$ cat src/rtl/dotmatrix_frame_scan_if.sv
// Frame transfer handshake between the pattern source and the dot-matrix scanner.
// The source owns valid/data; the scanner owns ready.
interface dotmatrix_frame_scan_if;
  localparam int unsigned PIX_W = 35;

  logic             frame_valid;
  logic             frame_ready;
  logic [PIX_W-1:0] frame_data;

  modport master (output frame_valid, output frame_data, input frame_ready);
  modport slave  (input frame_valid, input frame_data, output frame_ready);
endinterface

$ cat src/rtl/dotmatrix_frame_scan.sv
// Row-multiplexed 5x7 dot-matrix driver with a double-buffered bitmap
// (shadow + active) and a blanking gap before every driven row.
module dotmatrix_frame_scan #(
  parameter int unsigned DWELL_CYCLES = 50000,
  parameter int unsigned BLANK_CYCLES = 500
) (
  input  logic                  CLOCK_50,
  input  logic                  rst_n,
  input  logic                  en,
  dotmatrix_frame_scan_if.slave fbus,
  output logic [4:0]            row,
  output logic [6:0]            column,
  output logic                  frame_done
);

  localparam int unsigned ROWS       = 5;
  localparam int unsigned COLS       = 7;
  localparam int unsigned PIX_W      = ROWS * COLS;
  localparam int unsigned IDX_W      = 3;
  localparam int unsigned MAX_CYCLES = (DWELL_CYCLES > BLANK_CYCLES) ? DWELL_CYCLES : BLANK_CYCLES;
  localparam int unsigned CNT_W      = $clog2(MAX_CYCLES + 1);

  typedef enum logic [1:0] {IDLE, BLANK, DRIVE} state_t;

  state_t             state, state_nxt;
  logic [IDX_W-1:0]   idx, idx_nxt;
  logic [CNT_W-1:0]   cnt, cnt_nxt;
  logic [ROWS-1:0]    row_nxt;
  logic [COLS-1:0]    column_nxt;
  logic               done_nxt;
  logic               swap;
  logic               accept;
  logic               pending;
  logic [PIX_W-1:0]   shadow;
  logic [PIX_W-1:0]   active;
  logic [COLS-1:0]    slice;

  assign fbus.frame_ready = !pending;
  assign accept           = fbus.frame_valid && !pending;

  // Column pattern of the row currently indexed
  always_comb begin
    slice = '0;
    case (idx)
      IDX_W'(0): slice = active[0*COLS +: COLS];
      IDX_W'(1): slice = active[1*COLS +: COLS];
      IDX_W'(2): slice = active[2*COLS +: COLS];
      IDX_W'(3): slice = active[3*COLS +: COLS];
      IDX_W'(4): slice = active[4*COLS +: COLS];
      default:   slice = '0;
    endcase
  end

  always_ff @(posedge CLOCK_50 or negedge rst_n) begin
    if (!rst_n) begin
      state <= IDLE;
    end else begin
      state <= state_nxt;
    end
  end

  // Next state and registered-output values; swap only lands on a frame boundary
  always_comb begin
    state_nxt  = state;
    idx_nxt    = idx;
    cnt_nxt    = cnt;
    row_nxt    = '0;
    column_nxt = '0;
    done_nxt   = 1'b0;
    swap       = 1'b0;
    if (!en) begin
      state_nxt = IDLE;
      idx_nxt   = '0;
      cnt_nxt   = '0;
    end else begin
      case (state)
        IDLE: begin
          state_nxt = BLANK;
          idx_nxt   = '0;
          cnt_nxt   = '0;
          swap      = pending;
        end
        BLANK: begin
          if (cnt == CNT_W'(BLANK_CYCLES - 1)) begin
            state_nxt  = DRIVE;
            cnt_nxt    = '0;
            row_nxt    = ROWS'(1) << idx;
            column_nxt = slice;
          end else begin
            cnt_nxt = cnt + CNT_W'(1);
          end
        end
        DRIVE: begin
          if (cnt == CNT_W'(DWELL_CYCLES - 1)) begin
            state_nxt = BLANK;
            cnt_nxt   = '0;
            if (idx == IDX_W'(ROWS - 1)) begin
              idx_nxt  = '0;
              done_nxt = 1'b1;
              swap     = pending;
            end else begin
              idx_nxt = idx + IDX_W'(1);
            end
          end else begin
            cnt_nxt    = cnt + CNT_W'(1);
            row_nxt    = row;
            column_nxt = column;
          end
        end
        default: state_nxt = IDLE;
      endcase
    end
  end

  always_ff @(posedge CLOCK_50 or negedge rst_n) begin
    if (!rst_n) begin
      idx        <= '0;
      cnt        <= '0;
      row        <= '0;
      column     <= '0;
      frame_done <= 1'b0;
    end else begin
      idx        <= idx_nxt;
      cnt        <= cnt_nxt;
      row        <= row_nxt;
      column     <= column_nxt;
      frame_done <= done_nxt;
    end
  end

  // Double buffer: accept and swap are mutually exclusive because ready = !pending
  always_ff @(posedge CLOCK_50 or negedge rst_n) begin
    if (!rst_n) begin
      pending <= 1'b0;
      shadow  <= '0;
      active  <= '0;
    end else if (swap) begin
      active  <= shadow;
      pending <= 1'b0;
    end else if (accept) begin
      shadow  <= fbus.frame_data;
      pending <= 1'b1;
    end
  end

endmodule

$ cat src/flat_wrapper.sv
// flat-port wrapper written by rule: the top's interface ports become plain ports
module dotmatrix_frame_scan_flat 
#(
  parameter int unsigned DWELL_CYCLES = 50000,
  parameter int unsigned BLANK_CYCLES = 500
)
  (CLOCK_50, rst_n, en, row, column, frame_done, fbus_frame_valid, fbus_frame_data, fbus_frame_ready);
  dotmatrix_frame_scan_if fbus_i ();
  input  logic CLOCK_50;
  input  logic rst_n;
  input  logic en;
  output logic [4:0] row;
  output logic [6:0] column;
  output logic frame_done;
  input wire logic [$bits(fbus_i.frame_valid)-1:0] fbus_frame_valid;
  input wire logic [$bits(fbus_i.frame_data)-1:0] fbus_frame_data;
  output wire logic [$bits(fbus_i.frame_ready)-1:0] fbus_frame_ready;
  assign fbus_i.frame_valid = fbus_frame_valid;
  assign fbus_i.frame_data = fbus_frame_data;
  assign fbus_frame_ready = fbus_i.frame_ready;
  dotmatrix_frame_scan #(.DWELL_CYCLES(DWELL_CYCLES), .BLANK_CYCLES(BLANK_CYCLES)) u_core (.CLOCK_50(CLOCK_50), .rst_n(rst_n), .en(en), .fbus(fbus_i), .row(row), .column(column), .frame_done(frame_done));
endmodule
$ cat config.mk
export PLATFORM = sky130hd
export DESIGN_NAME = dotmatrix_frame_scan_flat
export DESIGN_NICKNAME = d
export VERILOG_FILES = /design/src/rtl/dotmatrix_frame_scan_if.sv /design/src/rtl/dotmatrix_frame_scan.sv /design/src/flat_wrapper.sv
export SDC_FILE = /design/constraint.sdc
export NUM_CORES = 1
export LEC_CHECK = 0
export ABC_CLOCK_PERIOD_IN_PS = 5550
export BUFFER_PORTS_ARGS = -buffer_cell sky130_fd_sc_hd__buf_2
export CAP_MARGIN = 20
export CORE_MARGIN = 10
export CORE_UTILIZATION = 60
export DETAILED_ROUTE_END_ITERATION = 6
export PLACE_DENSITY = 0.81
export SYNTH_ARGS = -nofsm -noshare
export SYNTH_HDL_FRONTEND = slang
export SYNTH_SLANG_ARGS = --single-unit
$ cat constraint.sdc
create_clock -name CLOCK_50 -period 5.55 [get_ports CLOCK_50]
set_clock_uncertainty 0.05 [all_clocks]
set_input_delay 1.11 -clock CLOCK_50 [delete_from_list [all_inputs] [get_ports CLOCK_50]]
set_output_delay 1.11 -clock CLOCK_50 [all_outputs]
set_load 0.01 [all_outputs]
==> results.json <==
{
  "status": "finished, final reports clean",
  "synth_compound_area_share_pct": 9.04,
  "grt_util_all_layers_pct": 16.2,
  "hp-start": "u_core.column[0]",
  "setup_ws_ps": 3040,
  "ys_seq_area_share_pct": 53.5,
  "wl_per_cell_um": 18.2,
  "cts_hold_buf": 0,
  "grt_antenna_before_repair": 0,
  "ys_ff_latch": 105,
  "grt.overflow.total": 0,
  "cts_made_buffers": 9,
  "top_usage_layer": "met2",
  "placed_cells": 516,
  "cap_violations": 0,
  "synth_simple_gate_area_share_pct": 9.83,
  "syn_to_final_growth_pct": 9.32,
  "rr_startpoint": "u_core.cnt[0]",
  "peakVddDrop_uv": 262,
  "cts.sinks": 105,
  "tritoncts": "done",
  "cp_slowest_cell": "buf_4",
  "grtUsageMet3_pct": 4.43,
  "vias": 3129,
  "syn-mean-instance-area_um2": 12.8,
  "num_antenna_cells": 0,
  "critPathArrivalTime_ps": 2720,
  "synthTopCellsByCount": "105 x dfrtp_1, 48 x mux2_2, 30 x nand2_1, 29 x mux2_4",
  "die_y_um": 110,
  "yosys.area.top_type": "dfrtp_1",
  "slowest_delay_ps": 490,
  "synth_top_family_by_area": "multiplexers",
  "setup_violations": 0,
  "synth_area_leaders": "dfrtp_1 53%, mux2_2 11%, mux2_4 8.9%",
  "drive_gt1_share_pct": 36.0,
  "cp-end-kind": "register",
  "clk_pin_slew_ps": 100,
  "nNetsFinal": 475,
  "clkLatencyLatePin_ps": 360,
  "r2r_slack_ps": 3040,
  "synth_cell_types": 49,
  "critPathRequiredTime_ps": 5760,
  "cts_buffer_depth": 2,
  "relSlewSlack_pct": 36.3,
  "post-cts-setup-buffers": 0,
  "max_freq_mhz": 398,
  "power_density_nw_per_um2": 388,
  "synth_fa_ha_area_share_pct": 2.55,
  "period_share_pct": 45.3,
  "dominantRegCellSynth": "dfrtp_1",
  "cts_htree_levels": 3,
  "critical_path_class": "register to register",
  "core-area_um2": 7850,
  "synth_xor_xnor_area_share_pct": 0.357,
  "power_uw": 2080,
  "start_kind": "register",
  "final_core_util_pct": 68.4,
  "syn_inst": 384,
  "crit_family": "simple AND/OR/NAND/NOR gates",
  "dp_slack_ps": 2770,
  "globalplace.congestion": 0.898,
  "grt_pass1_wl_mm": 16.7,
  "portBuffers": 52,
  "crit_fanout": 36,
  "fp.dieW_um": 110,
  "drt-total-wl_mm": 9.70,
  "syn_area_um2": 4910,
  "tightestPinTransition_ps": 953,
  "critPathBufInv": 1,
  "layout.cells.non_filler": 532,
  "synthArstFlopShare_pct": 100,
  "ctsResizeCount": 0,
  "synth_edf_count": 0,
  "tns_ps": 0,
  "drv_slew": 0,
  "cts_root_buf": "clkbuf_8",
  "grt_pass1_vias": 3256,
  "synth.net_count": 433,
  "start_util_pct": 62.6,
  "rows": 32,
  "hp-class": "register to register",
  "period_needed_ps": 2510,
  "worstPathCellList": "ha_1 -> and4b_1 -> nand4_4 -> nor2_1 -> o211a_2 -> buf_4 -> mux2_2",
  "yosysMostFrequentCell": "dfrtp_1",
  "synthMuxAreaShare_pct": 20.5,
  "yosys_warnings": 0,
  "vias_per_cell": 5.88,
  "power_leakage_uw": 0.00242,
  "synth.top_cell.area_share_pct": 53.5,
  "die-area_um2": 12200,
  "rsz0062_at_grt": "false",
  "drtAntennaViolNets": 0,
  "dp.final_hpwl_mm": 6.89,
  "drcViolationCount": 0,
  "cp-startpoint": "u_core.cnt[0]",
  "pin_count": 53,
  "grt_max_degree": 73,
  "grt_util_met2_pct": 26.5,
  "final-hold-violation-count": 0,
  "drt_pass1_iterations": 4,
  "drt_iter0_drc": 165,
  "met1_usage_pct": 20.9
}
per-stage QoR:
stage	hold slack [ps]	cell area, µm²
2_1_floorplan	425	4910
3_3_place_gp	427	5150
5_1_grt	474	5370
3_5_place_dp	431	5150
4_1_cts	452	5360
6_report	452	5370
area by class of cell:
class	instances	area (µm²)
multi-input cells	245	2080
clock inverters	5	81.3
clock buffers	10	128
flip-flops and latches	105	2630
well taps	102	128
fillers	595	2480
repair buffers	55	285
inverters	10	37.5
worst reg2reg max path, stage by stage (launching register included):
cell and delay (ps):
dfrtp_1 410, ha_1 260, and4b_1 280, nand4_4 160, nor2_1 140, o211a_2 170, buf_4 490, mux2_2 450
flip-flops by register name, indices dropped and copies added (netlist names):
name,flops
u_core.active,35
u_core.cnt,16
u_core.pending,1
u_core.shadow,35
u_core.state,2
u_core.column,7
u_core.row,5
u_core.idx,3
u_core.frame_done,1
layout by cell type, fill, tap and decap left out, drive strengths merged, types with 3 or more instances in the layout:
master  netlist  final
a21boi        7      7
a21oi        10     10
a222oi        7      7
a22o          4      4
a31oi        11     11
a41oi         3      3
and3          3      3
buf          14     55
clkbuf       10     10
dfrtp       105    105
ha           10     10
inv          10     10
mux2         77     77
mux2i         3      3
nand2        30     30
nand2b        3      3
nand3         8      8
nand4         6      6
nor2         16     16
nor2b         5      5
nor3          5      5
o21ai        16     16
layer usage:
layer / up-vias / share of wire [%] / wire length (µm)
met4: 0 / 0.90 / 87
met5: - / 0 / 0
li1: 1464 / - / -
met3: 9 / 5.0 / 481
met2: 81 / 51 / 4900
met1: 1575 / 44 / 4230
logic make-up (layout without fill, tap and decap cells):
kind of cell               count (synthesis)  in the layout
AOI/OAI and AO/OA                         65             65
xor gates and xnor gates                   2              2
adders and majority gates                 10             10
buffers and inverters                     34             80
DFF                                      105            105
muxes                                     80             80
and+or+nand+nor                           88             88
report_power, final:
| group | switching (µW) | internal, µW | total (µW) |
|---|---|---|---|
| Combinational | 138 | 303 | 441 |
| Clock | 249 | 252 | 501 |
| Sequential | 144 | 995 | 1140 |
| Total | 532 | 1550 | 2080 |
path summary, 6_finish.rpt:
path / cells after the start / to
max: 7 / u_core.active[34]
min: 2 / u_core.column[0]
max reg2reg: 7 / u_core.active[34]
min reg2reg: 2 / u_core.column[0]
max in group asynchronous: 2 / u_core.shadow[10]
min in group asynchronous: 1 / u_core.active[0]
No activity file was read; power rests on OpenSTA's default activity.
